`config.mk`:
```
export PLATFORM = sky130hd
export DESIGN_NAME = mips_div_unit
export DESIGN_NICKNAME = d
export VERILOG_FILES = /design/src/rtl/mips_div_unit.sv
export SDC_FILE = /design/constraint.sdc
export NUM_CORES = 1
export LEC_CHECK = 0
export ABC_AREA = 0
export BUFFER_PORTS_ARGS = -buffer_cell sky130_fd_sc_hd__buf_2
export CORE_ASPECT_RATIO = 1.25
export CORE_MARGIN = 2
export CORE_UTILIZATION = 49
export CTS_CLUSTER_SIZE = 40
export DETAILED_ROUTE_END_ITERATION = 12
export GPL_TIMING_DRIVEN = 0
export PLACE_DENSITY_LB_ADDON = 0.25
export RECOVER_POWER = 50
export REMOVE_ABC_BUFFERS = 1
export SLEW_MARGIN = 10
export SYNTH_ARGS = -nofsm -noshare
export SYNTH_HDL_FRONTEND = slang
export SYNTH_SLANG_ARGS = --single-unit
```
`constraint.sdc`:
```
create_clock -name clk -period 4.1 [get_ports clk]
set_clock_uncertainty 0.2 [all_clocks]
set_input_delay 0.205 -clock clk [delete_from_list [all_inputs] [get_ports clk]]
set_output_delay 0.205 -clock clk [all_outputs]
set_load 0.05 [all_outputs]
```
`src/rtl/mips_div_unit.sv`:
```
// Iterative restoring divider with architectural HI/LO for DIV/DIVU/MFHI/MFLO/MTHI/MTLO.
// Define DIV_SIGNED_EN to honour is_signed; otherwise every divide is unsigned.
module mips_div_unit #(
  parameter int XLEN = 32
) (
  input  logic            clk,
  input  logic            reset_n,
  input  logic            start,
  input  logic            is_signed,
  input  logic [XLEN-1:0] dividend,
  input  logic [XLEN-1:0] divisor,
  input  logic            hi_we,
  input  logic            lo_we,
  input  logic [XLEN-1:0] wdata,
  output logic            busy,
  output logic            done,
  output logic            div_by_zero,
  output logic [XLEN-1:0] hi,
  output logic [XLEN-1:0] lo
);

  localparam int CW = $clog2(XLEN);

  typedef enum logic [1:0] {
    S_IDLE,
    S_RUN,
    S_FIX
  } state_t;

  state_t          state_q;
  logic [CW-1:0]   cnt_q;
  logic [XLEN-1:0] rem_q;
  logic [XLEN-1:0] quo_q;
  logic [XLEN-1:0] dvs_q;
  logic [XLEN-1:0] dvd_raw_q;
  logic            dz_q;
  logic [XLEN-1:0] hi_q;
  logic [XLEN-1:0] lo_q;
  logic            busy_q;
  logic            done_q;
  logic            dbz_q;

  logic [XLEN:0]   rem_sh;
  logic            take;
  logic [XLEN-1:0] rem_d;
  logic [XLEN-1:0] quo_d;

  logic [XLEN-1:0] dvd_abs;
  logic [XLEN-1:0] dvs_abs;
  logic [XLEN-1:0] lo_fix;
  logic [XLEN-1:0] hi_fix;

`ifdef DIV_SIGNED_EN
  logic neg_q_q;
  logic neg_r_q;
  logic neg_q_d;
  logic neg_r_d;

  // Magnitudes of the operands and result signs for a signed divide.
  always_comb begin
    neg_r_d = is_signed & dividend[XLEN-1];
    neg_q_d = neg_r_d ^ (is_signed & divisor[XLEN-1]);
    dvd_abs = neg_r_d ? -dividend : dividend;
    dvs_abs = (is_signed & divisor[XLEN-1]) ? -divisor : divisor;
  end

  // Restore signs: quotient by sign mismatch, remainder follows dividend.
  always_comb begin
    lo_fix = neg_q_q ? -quo_q : quo_q;
    hi_fix = neg_r_q ? -rem_q : rem_q;
  end
`else
  logic unused_sign;

  // Unsigned-only build: operands pass through untouched.
  always_comb begin
    unused_sign = is_signed;
    dvd_abs     = dividend;
    dvs_abs     = divisor;
    lo_fix      = quo_q;
    hi_fix      = rem_q;
  end
`endif

  // One restoring step: shift {rem, quo} left, trial-subtract, set quotient bit.
  always_comb begin
    rem_sh = {rem_q, quo_q[XLEN-1]};
    take   = (rem_sh >= {1'b0, dvs_q});
    rem_d  = take ? XLEN'(rem_sh - {1'b0, dvs_q})
                  : rem_sh[XLEN-1:0];
    quo_d  = {quo_q[XLEN-2:0], take};
  end

  // Control FSM plus all datapath and architectural registers.
  always_ff @(posedge clk) begin
    if (!reset_n) begin
      state_q   <= S_IDLE;
      cnt_q     <= '0;
      rem_q     <= '0;
      quo_q     <= '0;
      dvs_q     <= '0;
      dvd_raw_q <= '0;
      dz_q      <= 1'b0;
      hi_q      <= '0;
      lo_q      <= '0;
      busy_q    <= 1'b0;
      done_q    <= 1'b0;
      dbz_q     <= 1'b0;
`ifdef DIV_SIGNED_EN
      neg_q_q   <= 1'b0;
      neg_r_q   <= 1'b0;
`endif
    end else begin
      done_q <= 1'b0;
      unique case (state_q)
        S_IDLE: begin
          if (hi_we) hi_q <= wdata;
          if (lo_we) lo_q <= wdata;
          if (start) begin
            rem_q     <= '0;
            quo_q     <= dvd_abs;
            dvs_q     <= dvs_abs;
            dvd_raw_q <= dividend;
            dz_q      <= (divisor == '0);
            dbz_q     <= 1'b0;
            cnt_q     <= '0;
            busy_q    <= 1'b1;
            state_q   <= S_RUN;
`ifdef DIV_SIGNED_EN
            neg_q_q   <= neg_q_d;
            neg_r_q   <= neg_r_d;
`endif
          end
        end
        S_RUN: begin
          rem_q <= rem_d;
          quo_q <= quo_d;
          cnt_q <= cnt_q + 1'b1;
          if (cnt_q == CW'(XLEN - 1)) state_q <= S_FIX;
        end
        S_FIX: begin
          // Zero divisor bypasses the algorithm result entirely.
          if (dz_q) begin
            lo_q  <= '1;
            hi_q  <= dvd_raw_q;
            dbz_q <= 1'b1;
          end else begin
            lo_q <= lo_fix;
            hi_q <= hi_fix;
          end
          done_q  <= 1'b1;
          busy_q  <= 1'b0;
          cnt_q   <= '0;
          state_q <= S_IDLE;
        end
        default: begin
          busy_q  <= 1'b0;
          state_q <= S_IDLE;
        end
      endcase
    end
  end

  assign busy        = busy_q;
  assign done        = done_q;
  assign div_by_zero = dbz_q;
  assign hi          = hi_q;
  assign lo          = lo_q;

endmodule
```
# Word-level counts from Yosys, hierarchy flattened
# Cells that the tools add are included.
[word_totals]
register_bits = 203
latchBits = 0
mem_bits_rw = 0
mem_bits_ro = 0
in_bits = 102
out_inout_bits = 67
elab_cells = 59
memories = 0
[classes]
addsub = 2
n_mul = 0
div = 0
magnitude_cmp = 1
eq_ne = 8
shift = 0
muxes = 22
n_bitwise = 1
reduce_logical = 13
[ops]
columns = ["op", "n"]
rows = [
  ["$pmux 32 s2", 4],
  ["$mux 32", 7],
  ["$ge 33x32->1", 1],
  ["$logic_not 32->1", 1],
  ["$sub 32x32->32", 1],
  ["$pmux 5 s3", 1],
  ["$reduce_and 2->1", 7],
  ["$ne 2x2->1 const B", 5],
  ["$add 5x1->5 const B", 1],
  ["$eq 5x5->1 const B", 1],
  ["$mux 5", 1],
  ["$mux 1", 4],
  ["$mux 2", 2],
  ["$pmux 1 s2", 2],
  ["$pmux 2 s2", 1],
  ["$reduce_bool 2->1", 2],
  ["$reduce_and 3->1", 1],
  ["$reduce_bool 3->1", 1],
  ["$eq 2x1->1 const B", 1],
  ["$eq 2x2->1 const B", 1],
  ["$logic_not 2->1", 1],
  ["$not 1->1", 1],
]

# Longest topological paths before layout
# Gate-level depths: netlist (run 1).
[depth]
word_depth = 3
ltp_mapped = 13
mapped_depth_nobuf = 12

# Least setup slack after synthesis (run 1)
# OpenSTA, ideal clock, no wires.
[synth_path]
path_kind = "flip-flop to flip-flop"
startpoint = "reg quo_q[31] (netlist: lo_fix[31])"
endpoint = "reg rem_q[30] (netlist: hi_fix[30])"
setup_ps = 117
t_arrival_ps = 2429
required_time_ps = 3783
setup_slack_ps = 1354
path_stages_with_launch = 13
n_path_buf = 0
period_less_slack_ps = 2746
path_cell_list = "dfxtp_1 inv_1 ha_1 fa_1 nor2b_1 o2111ai_1 a21oi_1 nor3_2 a21oi_1 a41oi_1 o21ai_0 mux2i_1 nand2_1"
[synth_via]
elab_chain_len = 3
word_cells_on_any_way = 4
cone_classes = "add/sub (1); order compare (1); mux (2)"
[synth_rtl]
columns = ["element", "line", "rtl"]
rows = [
  ["start, declared", "33", "logic [XLEN-1:0] quo_q;"],
  ["start signal, assigned", "121", "quo_q <= dvd_abs;"],
  ["start signal, assigned", "137", "quo_q <= quo_d;"],
  ["$sub 32x32->32 or $ge 33x32->1 (tied branches)", "89, 88", ""],
  ["$mux 32 *", "89", "rem_d = take ? XLEN'(rem_sh - {1'b0, dvs_q})"],
  ["$pmux 32 s2 *", "115", "unique case (state_q)"],
  ["end signal, assigned", "136", "rem_q <= rem_d;"],
  ["end, declared", "32", "logic [XLEN-1:0] rem_q;"],
]
# Mark *: on every way between the ends. The rest lies on a longest branch, timed or not.
# A chain may end at the register's enable or synchronous reset.

# Final worst setup path (run 1)
[layout_path]
startpoint = "reg state_q[0]"
endpoint = "reg rem_q[20] (netlist: hi_fix[20])"
[layout_via]
elab_chain_len = 3
word_cells_on_any_way = 6
cone_classes = "eq/ne (2); mux (1); reduce/logical (3)"
[layout_rtl]
columns = ["element", "line", "rtl"]
rows = [
  ["start, declared", "30", "state_t state_q;"],
  ["start signal, assigned", "97", "state_q <= S_IDLE;"],
  ["start signal, assigned", "128", "state_q <= S_RUN;"],
  ["start signal, assigned", "139", "if (cnt_q == CW'(XLEN - 1)) state_q <= S_FIX;"],
  ["$eq 2x1->1 or $logic_not 2->1 (tied branches)", "115", ""],
  ["$reduce_bool 2->1 (no source line) or $ne 2x2->1 (tied branches)", "-", ""],
  ["$reduce_and 2->1 (no source line)", "-", ""],
]
# Several ways; a longest one is shown, not always the timed one.

==> impl_metrics.toml, run 1 <==
[status]
outcome = "finished with violations"
violations = "capacitance limit, slew limit"

[synthesis]
synth_top_family_by_area = "compound AO/OA/AOI/OAI gates"
synthXorXnorAreaFrac = 0.0205
muxShareOfSynthArea = 0.0385
ys_seq_elements = 203
ys_seq_area_frac = 0.381
yosys-top-cells-count = "205 x nand2_1, 203 x dfxtp_1, 98 x nor2_1, 97 x a21boi_0, 88 x clkbuf_1"
synth_enable_flop_cells = 0
synth-adder-area-share = 0.0418
yosysMostFrequentCell = "nand2_1"
yosysTopAreaCellShare = 0.381
synth_cells = 1288
synth_largest_area_cell = "dfxtp_1"
ys.flop_type = "dfxtp_1"
yosysWarnings = 0
netlist_area_mm2 = 0.0107
synth_compound_area_frac = 0.290
synthTopCellsByArea = "dfxtp_1 38%, nand2_1 7.2%, a21boi_0 6.8%"
yosysUniqueCellTypes = 58
async_reset_ff_frac = 0
avgSynthCellArea_um2 = 8.28
synthSimpleGateAreaFrac = 0.174

[detailed_routing]
ant_nets = 0
viasPerCell = 5.66
finalWirelength_mm = 30.4
firstDrtPassIters = 5
first_iter_violations = 622
wl_per_cell_um = 16.9
drc = 0
vias = 10200

[worst_setup_path]
setup.worst_path.start_class = "flop"
worst_setup_path_end_kind = "flop"
crit_fanout = 35
critPathKind = "flop to flop"
cp.arrival_ns = 4.04
reg2reg_depth = 7
critPathRequiredTime_ns = 4.26

[power_and_ir_drop]
ir_drop_mv = 0.398
p_per_area_mw_per_mm2 = 524
p_leak_nw = 5.32

[floorplanning]
die_y_um = 169
die-area_mm2 = 0.0230
core-area_mm2 = 0.0215
initial_core_util = 0.497
die_w_um = 136
io_pins = 169
rows = 60

[timing]
slew-limit-headroom = -0.319
period_minus_slack_ns = 3.88
drv_slew = 17
rsz0062_at_grt = "no"
max_slew.worst_pin.slew_ns = 1.97
setup_tns_ns = 0
fin_crit_sh = 0.947
setup-violations-final = 0
finalHoldViolCount = 0
fmax_mhz = 258

[final_layout]
syn2layout_area_growth_pct = 26.8
fin_nets = 1646
drive_gt1_frac = 0.132
diodes = 0
final_util = 0.630

[global_route]
antenna_found_initial = 0
grt_first_pass_wirelength_mm = 49.8
track_usage = 0.263
grt_pass1_vias = 9908
grt-ovfl-total = 0
grt_start_max_net_pins = 88

[clocking]
cts_max_path_buffers = 3
cts_max_level = 1
clock-sinks = 203
numCtsBuffers = 21
post-cts-setup-buffers = 0
cts_tree = "yes"
clk_pin_slew_ns = 0.06
clkLatencyLatePin_ns = 0.50
clockRootBuffer = "clkbuf_16"
cts_resized = 0

[place]
place_congestion = 0.900
hpwl_mm = 20.4
port_buffers = 167

[worst_hold_path]
holdPathStages = 4
hold_class = "primary input to flop"

[flow_run]
cap_violations = 1
## cells by family (layout without fill, tap and decap cells)
family          after synthesis  count (layout)
compound gates              421             421
xor+xnor                     25              25
flops                       203             203
fa+ha+maj                    35              35
buf+inv                     145             376
simple gates                418             418
mux                          41              41
## final cells by class
cell class                 instances  area, um2
fill                            1914       7950
multi-input combinational        940       6070
sequential                       203       4070
timing repair buffer             300       2230
clock buffer                      27        578
tap                              279        349
inverter                          43        161
clock inverter                     6       62.6
## layer usage
metal / part of all wire / track usage / wire, um
met5: 0 / 0 / 0
met4: 0.017 / 0.0688 / 505
met3: 0.044 / 0.0273 / 1350
met2: 0.50 / 0.470 / 15200
met1: 0.44 / 0.336 / 13300
## placed cells by master (no fill, tap or decap), types with 14 or more instances in the layout
cell type | Yosys | routed
inv_1 | 43 | 43
o221ai_1 | 33 | 33
nor3_1 | 14 | 14
a2bb2oi_1 | 31 | 31
a32oi_1 | 14 | 14
mux2i_1 | 41 | 41
nor2_1 | 98 | 97
buf_2 | 2 | 99
clkbuf_16 | 0 | 21
a21boi_0 | 97 | 97
o21ai_1 | 25 | 23
nand2_1 | 205 | 205
nor2b_1 | 38 | 36
dlygate4sd3_1 | 0 | 113
o21ai_0 | 26 | 26
clkbuf_1 | 88 | 70
dfxtp_1 | 203 | 201
ha_1 | 34 | 34
a211oi_1 | 32 | 32
o221a_2 | 32 | 32
a21oi_1 | 82 | 82
## metrics by stage
| step | hold WS (ns) | cells | cell area (um2) | worst slack (ns) | power, mW |
|---|---|---|---|---|---|
| 6_report | 0.0675 | 1798 | 13500 | 0.218 | 7.09 |
| 5_1_grt | 0.110 | 1798 | 13500 | 0.0943 | 7.50 |
| 4_1_cts | 0.00296 | 1798 | 13600 | 0.447 | 7.11 |
| 3_5_place_dp | 0.254 | 1652 | 11900 | 0.719 | 5.19 |
| 2_1_floorplan | 0.127 | 1186 | 10200 | -2.64 | 4.50 |
| 3_3_place_gp | 0.251 | 1632 | 11400 | -6.27 | 5.14 |
## flip-flops by register name, indices dropped and copies added, names as in the netlist
signal       flops
dz_q             1
dvs_q           32
dvd_raw_q       32
state_q          2
done             1
hi_fix          32
lo              32
busy             1
cnt_q            5
div_by_zero      1
lo_fix          32
hi              32
## power by group
part           internal, mW  total, mW  switching (mW)
registers              2.15       2.31           0.163
clock network          1.05       1.82           0.771
logic                  1.22       2.95            1.73
total                  4.42       7.09            2.66
## final timing paths
path | start | endpoint | slack, ns
worst min register to register | lo[29]$_SDFFE_PN0P_ | lo[29]$_SDFFE_PN0P_ | 0.26
worst max-delay path | state_q[0]$_SDFFE_PN0P_ | hi_fix[20]$_SDFFE_PN0P_ | 0.22
worst min-delay path | hi_we | hi[9]$_SDFFE_PN0P_ | 0.07
worst max register to register | state_q[0]$_SDFFE_PN0P_ | hi_fix[20]$_SDFFE_PN0P_ | 0.22
## worst max-delay path, cell delays in order (launching register included)
cell and delay (ns):
dfxtp_1 0.85, buf_12 0.31, nor2_1 0.13, nor2_1 1.51, buf_16 0.25, nor2b_4 0.17, a32oi_1 0.19, o21ai_1 0.09
## timing repair
| item | CTS | global route |
|---|---|---|
| hold buffers | 113 | 0 |
| hold endpoints to repair | 160 | 0 |
| endpoints found under the setup margin | 0 | 0 |
Power figures use the tool's default switching activity.
==> inputs of run 2 (changes only) <==
--- a/config.mk
+++ b/config.mk
@@ -16,6 +16,7 @@
 export PLACE_DENSITY_LB_ADDON = 0.25
 export RECOVER_POWER = 50
 export REMOVE_ABC_BUFFERS = 1
+export SKIP_CTS_REPAIR_TIMING = 1
 export SLEW_MARGIN = 10
 export SYNTH_ARGS = -nofsm -noshare
 export SYNTH_HDL_FRONTEND = slang
==> constraint.sdc (replaced) <==
create_clock -name clk -period 4.7 [get_ports clk]
set_clock_uncertainty 0.2 [all_clocks]
set_input_delay 0.235 -clock clk [delete_from_list [all_inputs] [get_ports clk]]
set_output_delay 0.235 -clock clk [all_outputs]
set_load 0.05 [all_outputs]
==> run 2 against run 1 <==
The run ends with hold timing, capacitance limit, slew limit left; flip-flop and latch count unchanged; sequential share of layout area up 0.63 points; worst setup slack better by 0.57 ns; count of clock-buffer cells in the layout unchanged; first-iteration DRC count up 4.3%; critical path type unchanged; largest cell class unchanged; final cell count down 1.3%; wire length down 0.88%; sequential power down 13%; clock power down 13%; register-to-register slack better by 0.57 ns; utilization down 1.3 points.
==> impl_metrics.toml, run 2 (synthesis gave the netlist of run 1 again) <==
[status]
outcome = "finished with violations"
violations = "hold timing, capacitance limit, slew limit"

[worst_setup_path]
worst_setup_path_end_kind = "flop"
crit_fanout = 41
setup.worst_path.start_class = "flop"
cp.arrival_ns = 4.08
reg2reg_slack_ns = 0.79
critPathKind = "flop to flop"
reg2reg_depth = 6
critPathRequiredTime_ns = 4.87

[power_and_ir_drop]
p_int_mw = 3.84
sw_frac_of_total = 0.376
p_leak_nw = 5.16
ir_drop_mv = 0.345
power_frac_seq = 0.327
p_switching_mw = 2.32
pwr-share-clk = 0.258
p_per_area_mw_per_mm2 = 465
comb_power_share = 0.414

[worst_hold_path]
hold_class = "primary input to flop"
holdPathStages = 3

[detailed_routing]
vias = 10100
highest_layer = "met4"
firstDrtPassIters = 5
wl_per_cell_um = 17.0
wl_met2_mm = 15.0
met1_length_mm = 13.3
drc = 0
ant_nets = 0
finalWirelength_mm = 30.1
first_iter_violations = 649
viasPerCell = 5.68
dr_wl_met3_mm = 1.29

[clocking]
numCtsBuffers = 21
clock-sinks = 203
clkLatencyLatePin_ns = 0.50
cts_max_level = 1
cts_max_path_buffers = 3
clk_pin_slew_ns = 0.06
clockRootBuffer = "clkbuf_16"
cts_tree = "yes"

[global_route]
grt-ovfl-total = 0
grt_start_max_net_pins = 88
track_usage = 0.250
grt_pass1_vias = 9315
grt_first_pass_wirelength_mm = 47.2
antenna_found_initial = 0

[timing]
setup-violations-final = 0
rsz0062_at_grt = "no"
drv_slew = 36
max_slew.worst_pin.slew_ns = 2.01
fin_crit_sh = 0.833
slew-limit-headroom = -0.348
period_minus_slack_ns = 3.91
finalHoldViolCount = 9
setup_tns_ns = 0
holdWs_ns = -0.0556
fmax_mhz = 255

[floorplanning]
die_w_um = 136
core-area_mm2 = 0.0215
initial_core_util = 0.497
die-area_mm2 = 0.0230
die_y_um = 169
io_pins = 169
rows = 60

[final_layout]
fin_nets = 1622
final_cell_mix = "205 x nand2_1, 201 x dfxtp_1, 99 x buf_2"
diodes = 0
syn2layout_area_growth_pct = 24.2
drive_gt1_frac = 0.130
final_util = 0.617
final_common_cell = "nand2_1"

[flow_run]
cap_violations = 2

[place]
hpwl_mm = 20.4
place_congestion = 0.900
port_buffers = 167
## run 2: cell types whose count changed in the layout (fill, tap and decap cells not counted), sizes merged
| cell | delta |
|---|---|
| dlygate4sd3 | -24 |
| buf | -2 |
| clkbuf | +2 |
## run 2: final cells by class
class | count | area, um2
clock buffers | 27 | 578
clock inverters | 6 | 62.6
fillers | 1961 | 8230
inverters | 43 | 161
multi-input cells | 940 | 6060
flip-flops and latches | 203 | 4070
well taps | 279 | 349
repair buffers | 276 | 1960
## run 2: worst max-delay path: stages, from the launching register on
cell and delay, ns:
dfxtp_2 0.71, buf_12 0.29, nor2b_1 1.21, buf_12 0.31, nand2b_2 0.50, o221ai_1 0.37, a21boi_0 0.14
## run 2: metrics by stage
step | total power [mW] | setup WS (ns) | cell area [um2] | hold slack (ns) | std cells
after floorplan | 3.92 | -2.04 | 10200 | 0.157 | 1186
after global placement | 4.48 | -5.67 | 11400 | 0.251 | 1632
after detailed placement | 4.53 | 1.32 | 11900 | 0.254 | 1652
after CTS | 6.13 | 1.25 | 12500 | -0.220 | 1685
after global routing | 6.52 | 0.558 | 13200 | -0.000434 | 1774
final | 6.16 | 0.786 | 13200 | -0.0556 | 1774
## run 2: power groups by stage
stage	sequential, mW	combinational (mW)	clock (mW)
5_1_grt	2.04	2.80	1.69
2_1_floorplan	2.11	1.81	0
6_report	2.02	2.55	1.59
3_3_place_gp	2.05	2.43	0
4_1_cts	2.01	2.50	1.62
3_5_place_dp	2.05	2.48	0
## run 2: path summary, 6_finish.rpt
kind                           start             endpoint
max          state_q[1]$_SDFFE_PN0P_  lo[19]$_SDFFE_PN0P_
min                        wdata[27]  lo[27]$_SDFFE_PN0P_
max reg2reg  state_q[1]$_SDFFE_PN0P_  lo[19]$_SDFFE_PN0P_
min reg2reg       lo[4]$_SDFFE_PN0P_   lo[4]$_SDFFE_PN0P_
## run 2: layer usage
| layer | track usage | vias up |
|---|---|---|
| li1 | - | 5009 |
| met1 | 0.325 | 4777 |
| met2 | 0.441 | 245 |
| met3 | 0.0255 | 42 |
| met4 | 0.0684 | 0 |
| met5 | 0 | - |
==> inputs of run 3 (changes only) <==
--- a/config.mk
+++ b/config.mk
@@ -5,7 +5,7 @@
 export SDC_FILE = /design/constraint.sdc
 export NUM_CORES = 1
 export LEC_CHECK = 0
-export ABC_AREA = 0
+export ABC_AREA = 1
 export BUFFER_PORTS_ARGS = -buffer_cell sky130_fd_sc_hd__buf_2
 export CORE_ASPECT_RATIO = 1.25
 export CORE_MARGIN = 2
==> constraint.sdc (replaced) <==
create_clock -name clk -period 4.05 [get_ports clk]
set_clock_uncertainty 0.2 [all_clocks]
set_input_delay 0.2025 -clock clk [delete_from_list [all_inputs] [get_ports clk]]
set_output_delay 0.2025 -clock clk [all_outputs]
set_load 0.05 [all_outputs]
==> run 3 against run 2 <==
The flow finishes with violations (capacitance limit, slew limit); area after synthesis up 0.76%; via count up 16%; flip-flop and latch count unchanged; critical path type unchanged; largest cell class unchanged.
==> impl_metrics.toml, run 3 <==
[floorplanning]
core-area_mm2 = 0.0215
rows = 60
initial_core_util = 0.499
io_pins = 169
die_w_um = 136
die-area_mm2 = 0.0231
die_y_um = 170

[final_layout]
fin_cells = 2132
syn2layout_area_growth_pct = 24.4
multi_input_comb_area_mm2 = 0.00561
seqCellArea_mm2 = 0.00407
finalInstanceArea_mm2 = 0.0134
diodes = 0
fin_nets = 1977
drive_gt1_frac = 0.0928
final_cell_mix = "465 x nand2_1, 202 x dfxtp_1, 193 x inv_1"
final_common_cell = "nand2_1"
fillers = 2023

[synthesis]
yosys-top-cells-count = "465 x nand2_1, 203 x dfxtp_1, 193 x inv_1, 173 x o21ai_0, 128 x nor2_1"
synth_enable_flop_cells = 0
yosysWarnings = 0
ys_seq_area_frac = 0.378
ys_seq_elements = 203
synth_cells = 1631
synth_largest_area_cell = "dfxtp_1"
yosysTopAreaCellShare = 0.378
async_reset_ff_frac = 0
yosysMostFrequentCell = "nand2_1"
synthTopCellsByArea = "dfxtp_1 38%, nand2_1 16%, o21ai_0 8.1%"
avgSynthCellArea_um2 = 6.59
ys.flop_type = "dfxtp_1"
netlist_area_mm2 = 0.0107
yosysUniqueCellTypes = 36

[worst_setup_path]
worst_setup_path_end_kind = "flop"
critPathRequiredTime_ns = 4.21
critical_path.cell_chain = "inv_1, nand3_4, inv_2, nor2_4, buf_16, inv_1, nor2_1, nand2_1, a221oi_1"
cp.arrival_ns = 3.81
critPathKind = "flop to flop"
cpMaxStageDelayCell = "nor2_4"
slowest_delay_ns = 0.81
cp_common_cell = "inv_1"
reg2reg_slack_ns = 0.40
setup.worst_path.start_class = "flop"
crit_fanout = 36

[global_route]
grt_start_max_net_pins = 83
grt_first_pass_wirelength_mm = 51.3
grt-ovfl-total = 0
antenna_found_initial = 0
grt_pass1_vias = 10300
track_usage = 0.273

[timing]
fin_crit_sh = 0.900
rsz0062_at_grt = "no"
setup-violations-final = 0
slew-limit-headroom = -0.761
finalHoldViolCount = 0
fmax_mhz = 274
holdWs_ns = 0.0869
period_minus_slack_ns = 3.65
drv_slew = 83
max_slew.worst_pin.slew_ns = 2.64

[detailed_routing]
vias = 11700
firstDrtPassIters = 6
viasPerCell = 5.47
finalWirelength_mm = 33.8
first_iter_violations = 1027
wl_per_cell_um = 15.9
drc = 0
ant_nets = 0

[place]
place_congestion = 0.924
place_area_mm2 = 0.0118
hpwl_mm = 22.7
dp_cells = 1999
port_buffers = 167

[status]
outcome = "finished with violations"
violations = "capacitance limit, slew limit"

[clocking]
clockRootBuffer = "clkbuf_16"
clock-sinks = 203
cts_tree = "yes"
clkLatencyLatePin_ns = 0.50
cts_max_path_buffers = 3
cts_max_level = 1
numCtsBuffers = 21
clk_pin_slew_ns = 0.06

[flow_run]
cap_violations = 1

[worst_hold_path]
hold_class = "primary input to flop"

[power_and_ir_drop]
p_int_mw = 3.78
p_leak_nw = 6.08
pwr-share-clk = 0.338
p_switching_mw = 2.00
p_per_area_mw_per_mm2 = 433
sw_frac_of_total = 0.347
ir_drop_mv = 0.304
power_frac_seq = 0.387
comb_power_share = 0.276
## run 3: changes by cell type after synthesis, moves of 44 or more
cell | previous run | this run
nand2_1 | 205 | 465
inv_1 | 43 | 193
o21ai_0 | 26 | 173
a21boi_0 | 97 | 0
a31oi_1 | 3 | 95
nand3_1 | 11 | 55
## run 3: final cells by class
type                    count  share of cell area
flip-flops and latches    203               0.304
well taps                 279              0.0261
inverters                 198              0.0556
repair buffers            274               0.142
clock inverters             8             0.00580
multi-input cells        1142               0.420
clock buffers              28              0.0465
## run 3: per-layer routing
metal / vias to the layer above / part of all wire / GRT usage
li1: 5766 / - / -
met1: 5366 / 0.42 / 0.368
met2: 438 / 0.48 / 0.454
met3: 86 / 0.063 / 0.0349
met4: 0 / 0.030 / 0.0820
met5: - / 0 / 0
## run 3: logic make-up (layout without fill, tap and decap cells)
family,after synthesis,count (layout),share of synthesized area
buffers and inverters,286,508,0.103
and+or+nand+nor,714,714,0.274
xor gates and xnor gates,18,18,0.0147
AOI/OAI and AO/OA,375,375,0.189
DFF,203,203,0.378
adders and majority gates,35,35,0.0415
## run 3: through the flow
| step | TNS (ns) | util | power [mW] | setup WS, ns |
|---|---|---|---|---|
| 2_1_floorplan | -58.48 | - | 3.32 | -1.22 |
| 3_3_place_gp | -423.05 | 0.537 | 3.75 | -6.19 |
| 3_5_place_dp | 0 | 0.549 | 3.78 | 0.431 |
| 4_1_cts | 0 | 0.582 | 5.73 | 0.417 |
| 5_1_grt | 0 | 0.620 | 6.07 | 0.0874 |
| 6_report | 0 | 0.620 | 5.78 | 0.404 |
## run 3: worst paths after layout
kind                                   from                        end  cells past startpoint
hold reg to reg   dvd_raw_q[7]$_SDFFE_PN0P_  dvd_raw_q[7]$_SDFFE_PN0P_                      2
setup / recovery    state_q[0]$_SDFFE_PN0P_      cnt_q[2]$_SDFFE_PN0P_                      9
setup reg to reg    state_q[0]$_SDFFE_PN0P_      cnt_q[2]$_SDFFE_PN0P_                      9
hold / removal                        start     dvs_q[23]$_SDFFE_PN0P_                      3
## run 3: power by group through the flow
stage / combinational (mW) / sequential [mW] / clock, mW
after floorplan: 0.875 / 2.44 / 0
after global placement: 1.47 / 2.27 / 0
after detailed placement: 1.51 / 2.27 / 0
after CTS: 1.52 / 2.23 / 1.97
after global routing: 1.77 / 2.25 / 2.05
final: 1.59 / 2.24 / 1.95
## run 3: worst max-delay path: cells and delay by family (launching register included)
kind,cells,cell delay (ns)
flops,1,0.50
simple gates,4,1.54
buf+inv,4,1.03
compound gates,1,0.23
